==> config.mk <==
export PLATFORM = sky130hd
export DESIGN_NAME = boot_load_ctrl
export DESIGN_NICKNAME = d
export VERILOG_FILES = /design/src/rtl/boot_pkg.sv /design/src/rtl/boot_word_packer.sv /design/src/rtl/boot_load_ctrl.sv
export SDC_FILE = /design/constraint.sdc
export NUM_CORES = 1
export LEC_CHECK = 0
export ABC_AREA = 1
export CAP_MARGIN = 0
export CORE_ASPECT_RATIO = 1.4
export CORE_MARGIN = 10
export CORE_UTILIZATION = 43
export DETAILED_ROUTE_END_ITERATION = 16
export GPL_TIMING_DRIVEN = 0
export HOLD_SLACK_MARGIN = 0.03
export PLACE_DENSITY_LB_ADDON = 0.3
export SLEW_MARGIN = 20
export SYNTH_ARGS = -nofsm -noshare
export SYNTH_HDL_FRONTEND = slang
export SYNTH_SLANG_ARGS = --single-unit
==> constraint.sdc <==
create_clock -name clock -period 1.8 [get_ports clock]
set_clock_uncertainty 0.05 [all_clocks]
set_input_delay 0.18 -clock clock [delete_from_list [all_inputs] [get_ports clock]]
set_output_delay 0.18 -clock clock [all_outputs]
set_load 0.02 [all_outputs]
==> src/rtl/boot_pkg.sv <==
// Shared types for the boot loader: FSM state encoding and stream framing constants.
package boot_pkg;

    typedef enum logic [2:0] {LEN, DATA, FLUSH, RUN, ERR} boot_state_t;

    localparam int BYTES_PER_WORD = 4;

endpackage

==> src/rtl/boot_word_packer.sv <==
// Assembles little-endian 32-bit words from a byte stream; word is valid with word_done
// on the cycle the final byte is offered, so the consumer can register it at that edge.
module boot_word_packer
    import boot_pkg::*;
(
    input  logic        clock,
    input  logic        reset,
    input  logic        clear,
    input  logic        byte_valid,
    input  logic [7:0]  byte_data,
    output logic [31:0] word,
    output logic        word_done
);

    localparam int LW = $clog2(BYTES_PER_WORD);
    localparam int AccW = 8 * (BYTES_PER_WORD - 1);

    logic [LW-1:0]   lane;
    logic [AccW-1:0] acc;

    // New bytes enter at the top and shift down, so byte 0 ends in [7:0].
    assign word_done = byte_valid && (lane == LW'(BYTES_PER_WORD - 1));
    assign word      = {byte_data, acc};

    always_ff @(posedge clock) begin
        if (reset || clear) begin
            lane <= '0;
            acc  <= '0;
        end else if (byte_valid) begin
            lane <= word_done ? '0 : lane + LW'(1);
            acc  <= {byte_data, acc[AccW-1:8]};
        end
    end

endmodule

==> src/rtl/boot_load_ctrl.sv <==
// Boot sequencer: loads a length-prefixed image from the byte stream into memory while
// Cpu is held in reset, then hands the memory address/write port over to Cpu.
module boot_load_ctrl
    import boot_pkg::*;
#(
    parameter int AW        = 30,
    parameter int MEM_WORDS = 4096
) (
    input  logic          clock,
    input  logic          reset,
    input  logic          reboot,
    input  logic          rx_valid,
    input  logic [7:0]    rx_data,
    output logic          rx_ready,
    output logic          cpu_reset,
    input  logic [AW-1:0] cpu_bus_addr,
    input  logic [31:0]   cpu_bus_data_w,
    input  logic [3:0]    cpu_bus_mask_w,
    output logic [AW-1:0] mem_addr,
    output logic [31:0]   mem_data_w,
    output logic [3:0]    mem_mask_w,
    output logic          booted,
    output logic          error
);

    localparam int IW = $clog2(MEM_WORDS + 1);

    boot_state_t   state, state_next;
    logic [IW-1:0] idx, last_idx;
    logic [IW-1:0] wr_addr;
    logic [31:0]   wr_data;
    logic [3:0]    wr_mask;
    logic          cpu_reset_q;
    logic          loading, accept;
    logic [31:0]   word;
    logic          word_done;

    assign loading  = (state == LEN) || (state == DATA);
    assign rx_ready = loading && !reboot && !reset;
    assign accept   = rx_valid && rx_ready;

    // The same packer frames the length field and the image words.
    boot_word_packer u_packer (
        .clock      (clock),
        .reset      (reset),
        .clear      (reboot || !loading),
        .byte_valid (accept),
        .byte_data  (rx_data),
        .word       (word),
        .word_done  (word_done)
    );

    always_ff @(posedge clock) begin
        if (reset) state <= LEN;
        else       state <= state_next;
    end

    always_comb begin
        state_next = state;
        case (state)
            LEN: if (word_done) begin
                if (word == 32'd0)                 state_next = RUN;
                else if (word > 32'(MEM_WORDS))    state_next = ERR;
                else                               state_next = DATA;
            end
            DATA:    if (word_done && idx == last_idx) state_next = FLUSH;
            FLUSH:   state_next = RUN;
            default: state_next = state;
        endcase
        if (reboot) state_next = LEN;
    end

    always_ff @(posedge clock) begin
        if (reset) begin
            idx         <= '0;
            last_idx    <= '0;
            wr_addr     <= '0;
            wr_data     <= '0;
            wr_mask     <= '0;
            cpu_reset_q <= 1'b1;
        end else begin
            // Registered off the next state so Cpu leaves reset on the first RUN cycle.
            cpu_reset_q <= (state_next != RUN);
            wr_mask     <= '0;
            if (reboot) begin
                idx <= '0;
            end else if (state == LEN && word_done) begin
                idx      <= '0;
                last_idx <= IW'(word - 32'd1);
            end else if (state == DATA && word_done) begin
                wr_addr <= idx;
                wr_data <= word;
                wr_mask <= 4'b1111;
                idx     <= idx + IW'(1);
            end
        end
    end

    always_comb begin
        if (state == RUN) begin
            mem_addr   = cpu_bus_addr;
            mem_data_w = cpu_bus_data_w;
            mem_mask_w = cpu_bus_mask_w;
        end else begin
            mem_addr   = AW'(wr_addr);
            mem_data_w = wr_data;
            mem_mask_w = wr_mask;
        end
    end

    assign cpu_reset = cpu_reset_q;
    assign booted    = (state == RUN);
    assign error     = (state == ERR);

endmodule

==> summary.txt <==
Logic synthesis
  – EDFF count, synth: 0
  – Async set-or-reset flop fraction in the synthesized netlist: 0%
  – Yosys cell types: 31
  – Syn_area_per_cell: 6.44 um^2
  – Leading area contributor after synthesis: dfxtp_1
  – Yosys warnings: 0
  – Syn Std Cell Area: 5040 um^2
  – Synth Instances: just under 800
  – Predominant post-synthesis flop cell: dfxtp_1
  – FF+latch count, synth: 102
  – Yosys top cell area share: between 40% and 50%
  – Mapped Nets: 865
  – Sequential share of the synthesized area: 40.5%
  – Top cells by area, synth: dfxtp_1 40%, nand2_1 19%, nor2_1 8.3%

Timing
  – Final setup viols: 67
  – Worst slew pin tran: 0.460 ns
  – Fin Setup TNS: -3.98 ns
  – Setup ws final: -0.114 ns
  – Final Hold Violating Endpoints: 0
  – Fin crit share: 106%
  – RSZ-0062 raised after global routing: yes
  – Slew Limit Fails: 0
  – Min cycle time layout: around 1.9 ns
  – Max-slew headroom: 69.3%
  – Max Fclk: ~0.52 GHz

Detailed routing
  – Drt initial violations: roughly 370
  – Vias: roughly 5600
  – DRC errors left: 0
  – WL final: about 18 mm
  – DRT Pass-1 Iters: 5
  – DR WL/cell: about 16 um
  – Via density: 5.06
  – Remaining antenna violation count: 0

Die
  – Initial Util: 44.3%
  – Num rows: 46
  – Core Region: between 10000 and 15000 um^2
  – I/O pin total: approximately 150
  – Chip Height: about 150 um
  – Die area: between 15000 and 20000 um^2
  – Die W: ~110 um

Global route
  – Gr ovfl total: 0
  – Pin count of the biggest net entering global routing: 16
  – Initial antenna violation count: 0
  – GRT Resource Usage Total: between 10% and 20%
  – First-pass GRT wire length: 26.9 mm
  – Number of global-route vias before repair: around 5400

Layout
  – FF/Latch Area: between 2000 and 2500 um^2
  – Fillers: roughly 970
  – Non-Filler Instances: ~1100
  – Area occupied by multi-input gates: between 2000 and 3000 um^2
  – Nets@finish: 1036
  – Post-route cell area: 7680 um^2
  – Layout area overhead: 52.2%
  – Share of cells above drive strength 1: 22.9%
  – # diodes: 0

Min path
  – Min-Delay Startpoint: rx_valid
  – Worst hold path class: primary input to flip-flop

Clock tree
  – Clock Sinks: 102
  – Clock tree from TritonCTS: done
  – H-tree levels: 3
  – CTS root buffer: clkbuf_16
  – Hold_buf cts: 0
  – CTS buffer count: 9
  – Clock slew at reported path FFs: roughly 0.06 ns
  – Max clock buf depth: 2
  – Clk_lat worst skew: between 0.3 and 0.4 ns

Setup path
  – Worst Path Required: 1.57 ns
  – CP Max Fanout: 10
  – Worst setup startpoint: state[1]
  – Setup CP Type: flip-flop to primary output
  – Worst r2r src: u_packer.lane[0]
  – Critical Path Source Type: flip-flop
  – Arrival time worst endpoint: ~1.7 ns
  – CP endpoint kind: primary output

Pwr
  – Max IR drop VDD: just under 0.0005 V
  – Cell area power density: just under 600 nW/um^2
  – Post-layout total power: between 0.004 and 0.005 W
  – Static leakage: between 3 and 4 nW

Placed design
  – Hpwl dp: roughly 13 mm
  – Port Buf Inserts: 146
  – Gpl congestion: roughly 0.9
  – Placed insts: 1073
  – Dpl cell area: roughly 6700 um^2
  – Post-Place Worst Slack: -0.730 ns

Run status
  – Violations in the final reports: setup timing
  – Status: finished, violations left

Job
  – Max capacitance violation total: 0
## Yosys cell counts, types with 2 or more instances
cell type and number:
clkbuf_1 18, xnor2_1 5, ha_1 4, xor2_1 9, buf_2 17, o21ai_0 67
nand2_2 4, nand4_1 3, o21ai_1 2, nor2_1 112, nand2_1 259, inv_2 3
a31oi_1 2, a211oi_1 2, inv_1 64, nand3_1 16, a21oi_1 72, dfxtp_1 102
nor2_2 4, nor3_1 7
## power breakdown
part	switching [W]	leakage, nW	internal, W	total (W)
Sequential	0.0000110	0.825	0.00226	0.00227
Combinational	0.000145	2.52	0.000186	0.000330
Clock	0.000824	0.144	0.00112	0.00194
Total	0.000980	3.49	0.00356	0.00454
## registers in the layout, summed over array words and instances (netlist names)
name           cells
u_packer.acc      24
state              3
idx               13
u_packer.lane      2
cpu_reset          1
wr_data           32
wr_mask            1
wr_addr           13
last_idx          13
## kinds of logic after synthesis
group,share of synthesized area (%)
adders and majority gates,0.992
DFF,40.5
xor gates and xnor gates,2.43
buffers and inverters,8.46
AOI/OAI and AO/OA,14.8
and+or+nand+nor,32.8
## what timing repair did
| item | 4_1_cts | 5_1_grt |
|---|---|---|
| pin swaps | 2 | 21 |
| setup endpoints to repair | 70 | 107 |
| resized for setup | 437 | 119 |
| buffers inserted | 4 | 1 |
| gates cloned | 3 | 6 |
## through the flow
| stage | hold slack [ns] | utilization [%] |
|---|---|---|
| floorplan | 0.199 | - |
| global placement | 0.398 | 58.7 |
| detailed placement | 0.405 | 58.7 |
| CTS | 0.113 | 63.2 |
| global route | 0.131 | 67.4 |
| finish | 0.124 | 67.4 |
## placed cells by master (no fill, tap or decap), types with 5 or more instances in the layout
cell type and count:
nand2_1 191, nor2_1 110, dfxtp_1 98, clkdlybuf4s50_1 76, a21oi_1 71, o21ai_0 64
nand2_2 61, inv_1 60, buf_6 48, buf_4 30, nand3_1 16, clkbuf_16 14
clkbuf_1 13, nand2_4 10, xor2_1 9, buf_8 7, buf_2 7, nor3_1 6
clkbuf_8 5, xnor2_1 5
## cell type report
type / count / share of cell area (%)
buffer: 37 / 4.04
clock buffer: 13 / 3.26
clock inverter: 3 / 0.570
inverter: 68 / 3.65
multi-input combinational: 577 / 37.5
sequential: 102 / 26.8
tap: 144 / 2.35
timing repair buffer: 158 / 21.8
timing repair inverter: 1 / 0.147
## final timing paths
path,slack (ns),endpoint,cells past startpoint
hold reg to reg,0.39,u_packer.lane[0],1
setup / recovery,-0.11,mem_data_w[3],7
setup reg to reg,0.09,last_idx[11],9
hold / removal,0.12,u_packer.acc[5],3
## worst max-delay path, stage by stage (launching register included)
cell      delay (ns)
dfxtp_4         0.38
inv_4           0.04
o21ai_4         0.22
nand2_8         0.16
clkbuf_8        0.20
nand2_1         0.11
nand2_2         0.09
buf_6           0.13
## layer usage
layer / part of all wire [%] / vias to the layer above / GRT usage (%) / wire length, um
met5: 0 / - / 0 / 0
li1: - / 2807 / - / -
met4: 2.7 / 0 / 7.67 / 485
met2: 53 / 210 / 36.5 / 9420
met3: 6.0 / 33 / 4.35 / 1070
met1: 39 / 2526 / 21.1 / 6890
Note: power is estimated with default switching activity, not from simulation.
